$ cat src/rtl/montgomery_mul_pipe.sv
// Multi-lane, three-stage pipelined Montgomery multiplier: out = a*b*2^-W mod Q.
// All lanes share a single valid/ready handshake and a sideband tag.
module montgomery_mul_pipe #(
   parameter int W     = 12,
   parameter int Q     = 3329,
   parameter int QINV  = 3327,
   parameter int LANES = 1,
   parameter int TAGW  = 4
) (
   input  logic                 clk,
   input  logic                 rst,
   input  logic                 in_valid,
   output logic                 in_ready,
   input  logic [LANES*W-1:0]   in_a,
   input  logic [LANES*W-1:0]   in_b,
   input  logic [TAGW-1:0]      in_tag,
   output logic                 out_valid,
   input  logic                 out_ready,
   output logic [LANES*W-1:0]   out_data,
   output logic [TAGW-1:0]      out_tag
);

   localparam logic [W-1:0]   QINV_W = W'(QINV);
   localparam logic [2*W:0]   Q_S    = (2*W+1)'(Q);
   localparam logic [W:0]     Q_U    = (W+1)'(Q);

   // Handshake: a beat moves on a rising edge only when valid && ready are both
   // high. The whole pipeline advances together whenever the output register is
   // empty or being taken, so in_ready is combinational from out_valid/out_ready.
   logic en;
   assign en       = !out_valid || out_ready;
   assign in_ready = en;

   logic                          s1_valid, s2_valid;
   logic [TAGW-1:0]               s1_tag, s2_tag;
   logic [LANES-1:0][2*W-1:0]     s1_p, s2_p;
   logic [LANES-1:0][W-1:0]       s2_m;
   logic [LANES-1:0][W-1:0]       res_q;

   logic [LANES-1:0][2*W-1:0]     p_d;
   logic [LANES-1:0][W-1:0]       m_d;
   logic [LANES-1:0][W:0]         u_d;
   logic [LANES-1:0][W-1:0]       r_d;

   always_comb begin
      p_d = '0;
      m_d = '0;
      u_d = '0;
      r_d = '0;
      for (int i = 0; i < LANES; i++) begin
         p_d[i] = {{W{1'b0}}, in_a[i*W +: W]} * {{W{1'b0}}, in_b[i*W +: W]};
         m_d[i] = s1_p[i][W-1:0] * QINV_W;
         // p + m*Q has all-zero low W bits, so the shift is an exact division by R.
         u_d[i] = (W+1)'(({1'b0, s2_p[i]} + {{(W+1){1'b0}}, s2_m[i]} * Q_S) >> W);
         r_d[i] = (u_d[i] < Q_U) ? u_d[i][W-1:0] : W'(u_d[i] - Q_U);
      end
   end

   always_ff @(posedge clk or posedge rst) begin
      if (rst) begin
         s1_valid  <= 1'b0;
         s1_tag    <= '0;
         s1_p      <= '0;
         s2_valid  <= 1'b0;
         s2_tag    <= '0;
         s2_p      <= '0;
         s2_m      <= '0;
         out_valid <= 1'b0;
         out_tag   <= '0;
         res_q     <= '0;
      end else if (en) begin
         s1_valid  <= in_valid;
         s1_tag    <= in_tag;
         s1_p      <= p_d;
         s2_valid  <= s1_valid;
         s2_tag    <= s1_tag;
         s2_p      <= s1_p;
         s2_m      <= m_d;
         out_valid <= s2_valid;
         out_tag   <= s2_tag;
         res_q     <= r_d;
      end
   end

   assign out_data = res_q;

endmodule

$ cat config.mk
export PLATFORM = sky130hd
export DESIGN_NAME = montgomery_mul_pipe
export DESIGN_NICKNAME = d
export VERILOG_FILES = /design/src/rtl/montgomery_mul_pipe.sv
export SDC_FILE = /design/constraint.sdc
export NUM_CORES = 1
export LEC_CHECK = 0
export CAP_MARGIN = 5
export CORE_AREA = 2 2 167 169
export CTS_CLUSTER_SIZE = 24
export DETAILED_ROUTE_END_ITERATION = 8
export DIE_AREA = 0 0 169 171
export MAX_ROUTING_LAYER = met4
export PLACE_DENSITY = 0.61
export SYNTH_ARGS = -nofsm -noshare
export SYNTH_HDL_FRONTEND = slang
export SYNTH_SLANG_ARGS = --single-unit
$ cat constraint.sdc
create_clock -name clk -period 5.4 [get_ports clk]
set_input_delay 1.35 -clock clk [delete_from_list [all_inputs] [get_ports clk]]
set_output_delay 1.35 -clock clk [all_outputs]
set_load 0.01 [all_outputs]
* After elaboration in Yosys (flattened, before gate mapping)
Cells that the tools add are included.
** Cells by class
- Shift-type cells :: 0
- Eq/ne operators :: 0
- Magnitude comparators :: 1
- Div/mod/pow operators :: 0
- Bitwise gates (word level) :: 0
- Reductions and logical operators :: 2
- Muxes and demuxes :: 1
- $mul :: 3
- Add/sub/neg operators :: 2
** Operator list (number)
- 24-bit by 24-bit adder with 25-bit output :: 1
- 12-bit by 12-bit multiplier with 24-bit output :: 1
- 12-bit by 12-bit multiplier with 24-bit output, second input constant :: 1
- 13-bit by 12-bit < comparator with 1-bit output, second input constant :: 1
- 12-bit by 11-bit multiplier with 12-bit output, second input constant :: 1
- 12-bit two-way mux :: 1
- 12-bit subtractor, second input constant :: 1
- 1-bit zero test :: 1
- 1-bit logical OR :: 1
** Word-level totals
- Bits in latches :: 0
- Memory bits (writable) :: 0
- Flip-flop bits (word level) :: 87
- Memories kept :: 0
- ROM bits :: 0
- Logic and storage cells :: 19
- Output and inout port bits :: 18

* Depth between registers and ports, before layout
- Word-level depth :: 4
- Gate-level depth with buffers :: 23

* Worst setup path after synthesis
Ideal clock, no wire load.
- Path type :: input to register
- From :: in in_b[5]
- To :: reg s1_p[23] (netlist bit)
- Slack :: -1.209 ns
- Data arrival time :: 6.473 ns
- Stages :: 21
- Cells stage by stage :: clkbuf_1 -> nand2_1 -> fa_1 -> fa_1 -> fa_1 -> inv_1 -> fa_1 -> inv_1 -> fa_1 -> inv_1 -> ha_1 -> a21oi_1 -> and2_1 -> a211oi_1 -> a2111oi_0 -> nor3_1 -> a41oi_1 -> nand2_1 -> a31oi_1 -> xnor2_1 -> o21ai_0
** Between the ends
- Longest elaborated chain between the ends :: 1
** Ends and longest elaborated chain
- start: declaration :: RTL line 15 : input logic [LANES*W-1:0] in_b,
- 12-bit by 12-bit multiplier with 24-bit output :: RTL line 51 : p_d[i] = {{W{1'b0}}, in_a[i*W +: W]} * {{W{1'b0}}, in_b[i*W +: W]};
- end signal: assignment :: RTL line 74 : s1_p <= p_d;
- end: declaration :: RTL line 36 : logic [LANES-1:0][2*W-1:0] s1_p, s2_p;
Every way passes these cells.
A chain may end at the register's enable or synchronous reset.

* Worst setup path after layout
- From :: in in_b[5]
- To :: reg s1_p[22] (netlist bit)
The elaborated chain is that of the path after synthesis.

==> impl_metrics.toml <==
[status]
outcome = "finished with violations"
failing_checks = "negative setup slack"

[synth]
synthesis.yosys.warnings = 0
yosys-top-cells-count = "244 x inv_1, 235 x nand2_1, 188 x ha_1, 155 x fa_1, 86 x dfrtp_1"
syn_inst = 1329
synth_largest_area_cell = "fa_1"
synth_top_family_by_area = "adder cells"
synthesis.nets = 1704
synth_edf_count = 0
area_share_of_fa_ha_maj_cells_after_synthesis_pct = 45.2
synth-simple-area-share_pct = 15.1
syn_area_um2 = 12100
synth-seq-area-share_pct = 17.8
yosys_register_bits = 86
synthDistinctLibCells = 66
synth_compound_area_share_pct = 8.42
yosys.cell_count.top_type = "inv_1"
ys_async_sr_fraction_pct = 100
postSynth.topFlopCell = "dfrtp_1"
muxShareOfSynthArea_pct = 0.0934
netlist_top_cells_area = "fa_1 26%, ha_1 20%, dfrtp_1 18%"
synth_top_cell_area_share_pct = 25.7
avgSynthCellArea_um2 = 9.07
synthXorXnorAreaFrac_pct = 4.06

[timing]
layout_worst_path_cycle_share_pct = 108
timing_hold_violations_final = 0
count_of_final_setup_violators = 9
postLayoutSetupSlackWorst_ns = -0.439
max_slew.worst_pin.slew_ns = 0.767
max_slew_margin_pct = 48.8
period_needed_ns = 5.84
fin_skew_ns = 0.00990
maxSlewViolCount = 0
grt_setup_unrepaired = "yes"
peak_clock_frequency_supported_by_timing_ghz = 0.171
holdWs_ns = 0.466

[detailed_routing]
routed_wl_mm = 25.0
first_pass_iters = 6
drt_drc_violations_left = 0
avgRoutedWirePerCell_um = 13.7
antenna_left = 0
vias = 8932
avgViaCountPerCell = 4.88
drt_first_iter_violations = 274

[setup_path]
setup_cp_type = "in2reg"
setup_crit_end_kind = "register"
critical_path_arrival_ns = 6.04
startpoint_type = "primary input"
critical_path_peak_fanout = 6
worst-endpoint-required_ns = 5.60

[floorplan]
fp.coreArea_um2 = 27300
placement_rows = 61
design.die.area_um2 = 28900
die_w_um = 169
start_util_pct = 44.1
die_h_um = 171
pin_count = 50

[grt]
globalRouteOverflowTotal = 0
via_count_of_the_first_global_routing_pass = 9333
grt_max_degree = 82
grt_antenna_before_repair = 0
grt_pass1_wl_mm = 43.3
total_global_route_track_usage_pct = 18.7

[clocking]
cts_inserted_buffers = 9
cts_tree = "done"
path_clk_slew_ns = 0.07
numClockSinks = 86
insertion_delay_ns = 0.34
cts_hold_buf = 0
cts_htree_levels = 3
clk_root_buffer_cell = "clkbuf_16"
cts.path.max_buffers = 2

[final_layout]
share_of_final_layout_standard_cells_stronger_than_drive_strength_1_pct = 19.7
fin_util_pct = 53.5
area_growth_syn_to_layout_pct = 21.3
diodes = 0
nNetsFinal = 1853
finalInstanceArea_um2 = 14600

[placement]
place.port_buffers = 49
dpl_worst_slack_ns = -1.33
dp.final_hpwl_mm = 20.8
post_dp_cell_area_um2 = 13800
place_congestion = 0.915

[flow_run]
drv_cap = 0

[min_path]
worstHoldPathType = "reg2reg"
path summary, 6_finish.rpt:
check / startpoint / end / slack, ns / cells past startpoint
max: in_b[5] / s1_p[22] / -0.44 / 21
min: s2_valid / s2_valid / 0.47 / 2
max reg2reg: s2_m[2] / out_data[1] / 0.21 / 21
min reg2reg: s2_valid / s2_valid / 0.47 / 2
max in group asynchronous: rst / s2_p[15] / 3.17 / 3
min in group asynchronous: rst / s1_tag[3] / 1.37 / 2
through the flow:
stage	setup TNS, ns	cells
final	-2.22	1829
after global routing	-3.95	1829
after CTS	-2.92	1819
after detailed placement	-14.57	1793
after global placement	-13.57	1793
after floorplan	-2.62	1329
critical path: stages:
cell      delay (ns)
buf_4           0.13
buf_6           0.13
nand2_2         0.06
fa_1            0.43
fa_1            0.56
inv_2           0.04
fa_1            0.50
fa_1            0.51
inv_1           0.05
fa_1            0.49
inv_2           0.05
ha_4            0.17
nor2_4          0.10
nand2_2         0.06
o211ai_1        0.27
a21oi_2         0.11
o21a_1          0.20
a41o_1          0.20
o41a_1          0.38
xnor2_1         0.16
a21oi_1         0.08
flip-flops by register name (all words and copies together), names as in the netlist:
register   flops
s1_p          24
s2_p          24
out_data      12
s2_m          11
out_tag        4
s1_tag         4
s2_tag         4
out_valid      1
s1_valid       1
s2_valid       1
area by class of cell:
cell class	instances	area, µm²
flip-flops and latches	86	2150
fillers	2516	12700
multi-input cells	952	9270
inverters	246	925
clock inverters	7	95.1
repair buffers	183	1540
clock buffers	9	225
well taps	346	433
cells in the final DEF (no fill, tap or decap), types with 4 or more instances in the layout:
cell type and n:
buf_6 18, fa_2 9, inv_2 17, dfrtp_1 86
ha_1 172, nand2_1 219, inv_1 228, buf_4 125
nand2_2 14, clkdlybuf4s50_1 25, o21ai_1 6, clkbuf_16 9
a31oi_1 7, clkbuf_4 4, nor2_1 43, o21ai_0 24
a21oi_2 8, nand3_1 13, and2_1 51, a21oi_1 39
and2_4 14, xor2_1 23, fa_1 146, and3_1 5
xnor2_1 29, ha_4 10, ha_2 6, a21o_1 14
nand2b_1 7, o21ai_2 5, nor3_1 7
layer usage:
layer / up-vias / global-route usage (%) / wire, µm
met3: 17 / 1.46 / 355
li1: 4485 / - / -
met2: 87 / 33.5 / 12700
met1: 4343 / 23.8 / 11700
met5: - / - / 0
met4: 0 / 2.97 / 225
cell families (layout without fill, tap and decap cells):
logic type,after synthesis,after routing
mux,1,1
compound gates,149,150
simple gates,403,403
buf+inv,292,445
fa+ha+maj,343,343
flops,86,86
xor+xnor,55,55
repair_timing:
item | CTS | global route
gates cloned | 1 | 0
setup buffers | 11 | 14
resized for setup | 124 | 93
pin swaps | 64 | 74
endpoints found under the setup margin | 18 | 25
Power is left out: the tool's default activity adds up to more than one toggle a clock period on the data nets, which glitch-free logic cannot reach.
